### config.mk
export PLATFORM = sky130hd
export DESIGN_NAME = pc_fetch
export DESIGN_NICKNAME = d
export VERILOG_FILES = /design/src/rtl/rat_pkg.sv /design/src/rtl/pc_mux.sv /design/src/rtl/pc_fetch.sv
export SDC_FILE = /design/constraint.sdc
export NUM_CORES = 1
export LEC_CHECK = 0
export ABC_CLOCK_PERIOD_IN_PS = 2160
export CAP_MARGIN = 20
export CELL_PAD_IN_SITES_DETAIL_PLACEMENT = 0
export CELL_PAD_IN_SITES_GLOBAL_PLACEMENT = 1
export CORE_MARGIN = 4
export CORE_UTILIZATION = 44
export DETAILED_ROUTE_END_ITERATION = 10
export DONT_BUFFER_PORTS = 1
export GPL_TIMING_DRIVEN = 0
export PLACE_DENSITY = 0.8
export SKIP_LAST_GASP = 1
export SYNTH_ARGS = -nofsm -noshare
export SYNTH_HDL_FRONTEND = slang
export SYNTH_HIERARCHICAL = 1
export SYNTH_SLANG_ARGS = --single-unit
export TNS_END_PERCENT = 5
### constraint.sdc
create_clock -name CLK -period 2.16 [get_ports CLK]
set_clock_uncertainty 0.2 [all_clocks]
set_input_delay 0.54 -clock CLK [delete_from_list [all_inputs] [get_ports CLK]]
set_output_delay 0.54 -clock CLK [all_outputs]
set_load 0.02 [all_outputs]
### src/rtl/rat_pkg.sv
// Shared definitions for the program-counter / fetch slice.
// Holds the default address width, the interrupt entry address,
// the load-source selector encoding and the fetch-tracker states.
package rat_pkg;

    // Program address width; the program ROM holds 2**PC_WIDTH words
    localparam int PC_WIDTH = 10;

    // Address the PC jumps to when an interrupt is taken
    localparam logic [PC_WIDTH-1:0] INTR_VECTOR = 10'h3FF;

    // PC load source, encoded exactly as the PC_MUX_SEL input
    typedef enum logic [1:0] {
        SEL_IMMED = 2'd0,
        SEL_STACK = 2'd1,
        SEL_INTR  = 2'd2,
        SEL_ZERO  = 2'd3
    } pc_sel_t;

    // Fetch tracker: tells whether the registered ROM output matches the PC
    typedef enum logic [1:0] {
        F_RESET = 2'd0,
        F_WAIT  = 2'd1,
        F_VALID = 2'd2
    } fetch_state_t;

endpackage

### src/rtl/pc_mux.sv
// PC load-source multiplexer.
// Purely combinational; every selector code drives a defined value so
// nothing unknown can reach the PC register.
module pc_mux
    import rat_pkg::*;
#(
    parameter int                  PC_WIDTH    = rat_pkg::PC_WIDTH,
    parameter logic [PC_WIDTH-1:0] INTR_VECTOR = rat_pkg::INTR_VECTOR
) (
    input  pc_sel_t             sel,
    input  logic [PC_WIDTH-1:0] from_immed,
    input  logic [PC_WIDTH-1:0] from_stack,
    output logic [PC_WIDTH-1:0] mux_out
);

    // Select the load source; the zero default covers any unexpected code
    always_comb begin
        mux_out = '0;
        case (sel)
            SEL_IMMED: mux_out = from_immed;
            SEL_STACK: mux_out = from_stack;
            SEL_INTR:  mux_out = INTR_VECTOR;
            SEL_ZERO:  mux_out = '0;
            default:   mux_out = '0;
        endcase
    end

endmodule

### src/rtl/pc_fetch.sv
// Program counter with load/increment priority, interrupt return-address
// capture, a sticky wrap flag and a fetch tracker that marks when the
// ROM's one-cycle registered read output belongs to the current PC.
module pc_fetch
    import rat_pkg::*;
#(
    parameter int                  PC_WIDTH    = rat_pkg::PC_WIDTH,
    parameter logic [PC_WIDTH-1:0] INTR_VECTOR = rat_pkg::INTR_VECTOR
) (
    input  logic                CLK,
    input  logic                RST,
    input  logic                PC_LD,
    input  logic                PC_INC,
    input  logic [1:0]          PC_MUX_SEL,
    input  logic [PC_WIDTH-1:0] FROM_IMMED,
    input  logic [PC_WIDTH-1:0] FROM_STACK,
    output logic [PC_WIDTH-1:0] PC_COUNT,
    output logic                IR_VALID,
    output logic [PC_WIDTH-1:0] SAVED_PC,
    output logic                WRAP
);

    pc_sel_t             sel;
    logic [PC_WIDTH-1:0] mux_out;
    logic [PC_WIDTH-1:0] pc_next;
    logic                inc_wrap;
    logic                pc_change;
    logic                intr_load;
    fetch_state_t        state;
    fetch_state_t        state_nxt;

    assign sel       = pc_sel_t'(PC_MUX_SEL);
    assign intr_load = PC_LD && (sel == SEL_INTR);

    pc_mux #(
        .PC_WIDTH    (PC_WIDTH),
        .INTR_VECTOR (INTR_VECTOR)
    ) u_pc_mux (
        .sel        (sel),
        .from_immed (FROM_IMMED),
        .from_stack (FROM_STACK),
        .mux_out    (mux_out)
    );

    // Next PC: load beats increment beats hold; flag an increment rollover
    always_comb begin
        pc_next  = PC_COUNT;
        inc_wrap = 1'b0;
        if (PC_LD) begin
            pc_next = mux_out;
        end else if (PC_INC) begin
            pc_next  = PC_COUNT + PC_WIDTH'(1);
            inc_wrap = &PC_COUNT;
        end
        // A load or increment landing on the same value is not a change
        pc_change = (pc_next != PC_COUNT);
    end

    // PC register; reset overrides any load or increment at the same edge
    always_ff @(posedge CLK) begin
        if (RST) begin
            PC_COUNT <= '0;
        end else begin
            PC_COUNT <= pc_next;
        end
    end

    // Return-address capture on interrupt entry and sticky wrap flag
    always_ff @(posedge CLK) begin
        if (RST) begin
            SAVED_PC <= '0;
            WRAP     <= 1'b0;
        end else begin
            if (intr_load) begin
                SAVED_PC <= PC_COUNT;
            end
            if (inc_wrap) begin
                WRAP <= 1'b1;
            end
        end
    end

    // Fetch tracker state register
    always_ff @(posedge CLK) begin
        if (RST) begin
            state <= F_RESET;
        end else begin
            state <= state_nxt;
        end
    end

    // Fetch tracker transitions: any PC change costs one ROM read cycle
    always_comb begin
        state_nxt = state;
        case (state)
            F_RESET: state_nxt = F_WAIT;
            F_WAIT:  state_nxt = pc_change ? F_WAIT : F_VALID;
            F_VALID: state_nxt = pc_change ? F_WAIT : F_VALID;
            default: state_nxt = F_RESET;
        endcase
    end

    // Instruction register is valid only once the ROM has caught up
    always_comb begin
        IR_VALID = (state == F_VALID);
    end

endmodule

==> results of run 1 <==
[final cells by class]
type | count | area (µm²) | share of cell area
flip-flops and latches | 23 | 463 | 0.298
inverters | 5 | 18.8 | 0.0121
clock buffers | 4 | 26.3 | 0.0169
plain buffers | 12 | 73.8 | 0.0475
multi-input cells | 120 | 916 | 0.590
well taps | 44 | 55.1 | 0.0355
[worst max path at each step]
stage / start / to
2_1_floorplan: PC_COUNT[0]$_SDFF_PP0_ / state[1]$_SDFF_PP0_
3_3_place_gp: PC_COUNT[0]$_SDFF_PP0_ / state[1]$_SDFF_PP0_
3_5_place_dp: PC_MUX_SEL[0] / state[0]$_SDFF_PP0_
4_1_cts: PC_COUNT[0]$_SDFF_PP0_ / state[1]$_SDFF_PP0_
5_1_grt: PC_COUNT[0]$_SDFF_PP0_ / state[1]$_SDFF_PP0_
6_report: PC_COUNT[0]$_SDFF_PP0_ / state[1]$_SDFF_PP0_
[routing by layer]
| metal | up-vias | track usage | wire, µm |
|---|---|---|---|
| met1 | 543 | 0.193 | 1320 |
| li1 | 568 | - | - |
| met3 | 2 | 0.0476 | 189 |
| met5 | - | 0 | 0 |
| met2 | 22 | 0.295 | 1720 |
| met4 | 0 | 0.0233 | 15 |
[through the flow]
| step | setup WS, ns | hold WS [ns] | util | instances |
|---|---|---|---|---|
| final | 0.187 | 0.188 | 0.496 | 208 |
| after global routing | 0.0796 | 0.167 | 0.496 | 208 |
| after CTS | 0.00216 | 0.177 | 0.496 | 208 |
| after detailed placement | 0.00213 | 0.406 | 0.487 | 204 |
| after global placement | 0.0326 | 0.400 | 0.487 | 204 |
| after floorplan | 0.164 | 0.380 | - | 160 |
[registers in the layout, summed over array words and instances (netlist names)]
name,count
state,2
WRAP,1
SAVED_PC,10
PC_COUNT,10
[tightest hold or removal path, delay by kind of cell]
kind             cells  cell delay [ns]
AO/OA/AOI/OAI        2             0.10
AND/OR/NAND/NOR      1             0.02
[cells by family (layout without fill, tap and decap cells)]
family / Yosys count / count (layout)
and+or+nand+nor: 60 / 60
AOI/OAI and AO/OA: 32 / 32
DFF: 23 / 23
buffers and inverters: 17 / 21
xor gates and xnor gates: 15 / 15
muxes: 9 / 9
adders and majority gates: 4 / 4
[report_power, final]
group	internal [mW]	switching, mW
Combinational	0.0783	0.101
Sequential	0.445	0.0484
Clock	0.0721	0.123
[cell usage in the layout (no fill, tap or decap), types with 2 or more instances in the layout]
| cell type | count |
|---|---|
| nand4_1 | 2 |
| dfxtp_1 | 21 |
| nand2b_1 | 2 |
| mux2i_1 | 9 |
| xor2_1 | 5 |
| clkbuf_1 | 3 |
| ha_1 | 4 |
| buf_2 | 4 |
| xnor2_1 | 10 |
| nor2_1 | 21 |
| or3_1 | 3 |
| a311oi_1 | 3 |
| nor2_2 | 10 |
| buf_4 | 2 |
| nand2_1 | 8 |
| a211oi_1 | 2 |
| clkbuf_4 | 3 |
| nand3b_1 | 2 |
| nand3_1 | 4 |
| buf_6 | 2 |
| dfxtp_2 | 2 |
| o21ai_0 | 4 |
| o2bb2ai_2 | 10 |
| a21oi_1 | 7 |
| inv_1 | 4 |
==> summary.md, run 1 <==
| Metric | Value |
|---|---|
| Status | `finished, final reports clean` |
| Vias in the first global route | `1191` |
| Critical path class | `reg2reg` |
| Post-synthesis adder-cell area fraction | `0.0341` |
| Synthesis-to-layout area growth | `5.71%` |
| Final Hold Vio Count | `0` |
| Combinational family with the most area after synthesis | `simple AND/OR/NAND/NOR gates` |
| Starting Density | `0.470` |
| Synth top area cells | `dfxtp_1 (31%), o2bb2ai_2 (10%), mux2i_1 (6.1%)` |
| Worst Setup End Kind | `register` |
| Cell Area, Placed | `1520 µm²` |
| Antenna-violating nets left | `0` |
| CP delay by family, top | `simple AND/OR/NAND/NOR gates` |
| Hold endpoint | `state[0]$_SDFF_PP0_` |
| Max-cap violations | `0` |
| RSZ-0062 raised after global routing | `no` |
| Synth Area in Compound Gates | `0.203` |
| Synth Area in XOR/XNOR | `0.0894` |
| Setup TNS | `0 ns` |
| Cells after synthesis | `160` |
| CTS Hold Bufs | `0` |
| Initial drt markers | `31` |
| CP required | `2.18 ns` |
| Total grt overflow | `0` |
| WL final | `3.24 mm` |
| Root Buffer | `clkbuf_4` |
| Layout cell share with drive strength beyond 1 | `0.250` |
| Register bit total from synthesis | `23` |
| Synth Net Count | `190` |
| Post-synth EDFFs | `0` |
| Ys flop type | `dfxtp_1` |
| Die W | `65.8 µm` |
| Post-CTS resize count | `0` |
| Mux cell area share after synthesis | `0.0613` |
| CP Depth | `5` |
| Vias per cell | `5.46` |
| Worst slew pin tran | `0.536 ns` |
| DR vias | `1135` |
| Setup violations, final | `0` |
| Slew HR | `0.642` |
| Hold Crit Class | `in2reg` |
| Post-synth top cells | `dfxtp_1 (23), nor2_1 (21), nor2_2 (10), o2bb2ai_2 (10), xnor2_1 (10)` |
| R2r setup slk | `0.19 ns` |
| Post-synthesis sequential area ratio | `0.313` |
| Crit path time final | `1.97 ns` |
| Clock sinks | `23` |
| Clock transition at the registers of the reported paths | `0.12 ns` |
| Simple-gate share of the synthesized area | `0.236` |
| Setup crit start kind | `register` |
| Hold wc startpoint | `RST` |
| Post-route cell area | `1550 µm²` |
| CTS H-tree lvls | `1` |
| Mapped Area | `1470 µm²` |
| Routability cong. | `0.835` |
| First-pass iteration count of the detailed router | `4` |
| Post-CTS Repair Setup Buffers | `0` |
| Max Fanout on Critical Path | `6` |
| DRC | `0` |
| Max-slew violation count | `0` |
| CP max stage cell | `dfxtp_2` |
| Die area | `4330 µm²` |
| Vert. Die Dim | `65.8 µm` |
| Avg WL per Cell | `15.6 µm` |
| Share of the synthesized area in the top cell type | `0.313` |
| Core box area | `3130 µm²` |
| Async SR Flop Fraction | `0` |
| Syn. warnings | `6` |
| ANT cells | `0` |
| First-pass GRT wire length | `5.50 mm` |
| Port Buffers | `0` |
| Clock tree from TritonCTS | `yes` |
| Period Utilization, post-route | `0.914` |
| CTS buffer count | `3` |
| FMAX | `0.507 GHz` |
| Buf+Inv Stages, Crit Path | `0` |
| Reg-to-reg endpoint | `state[1]$_SDFF_PP0_` |
| Cell Chain, Critical Path | `ha_1 > or3b_1 > a32oi_1 > nor3b_1 > and3_1` |
| Design Power | `0.868 mW` |
| Top Ports | `48` |
| All-Layer GR Usage | `0.163` |
| Final #Nets | `195` |
| Clock Path Buffers | `2` |
| Leak | `0.603 nW` |
| Worst Hold Path Cells | `3` |
| Pwr/cell area | `559 nW/µm²` |
| Antenna violations before repair | `0` |
| Cell with the most instances after synthesis | `dfxtp_1` |
| Hpwl dp | `2.55 mm` |
| Yosys top cell by area | `dfxtp_1` |
| Synthesized area per cell | `9.18 µm²` |
| Worst R2R Start | `PC_COUNT[0]$_SDFF_PP0_` |
| Worst path arrival time | `1.99 ns` |
| Clk_lat worst skew | `0.31 ns` |
| Pin count of the biggest net entering global routing | `13` |
| Fillers | `326` |
| Unique masters post-synth | `40` |
| Worst vdd ir | `0.000274 V` |
| Cells on worst reg2reg path | `5` |
| Placement Rows | `20` |
| Critical Path Max Stage Delay | `0.51 ns` |
Power figures use the tool's default switching activity.
==> inputs of run 2 (changes only) <==
- TNS_END_PERCENT: 5 -> not set
==> results of run 2 <==
No change in the layout: final DEF, timing and power equal those of run 1.
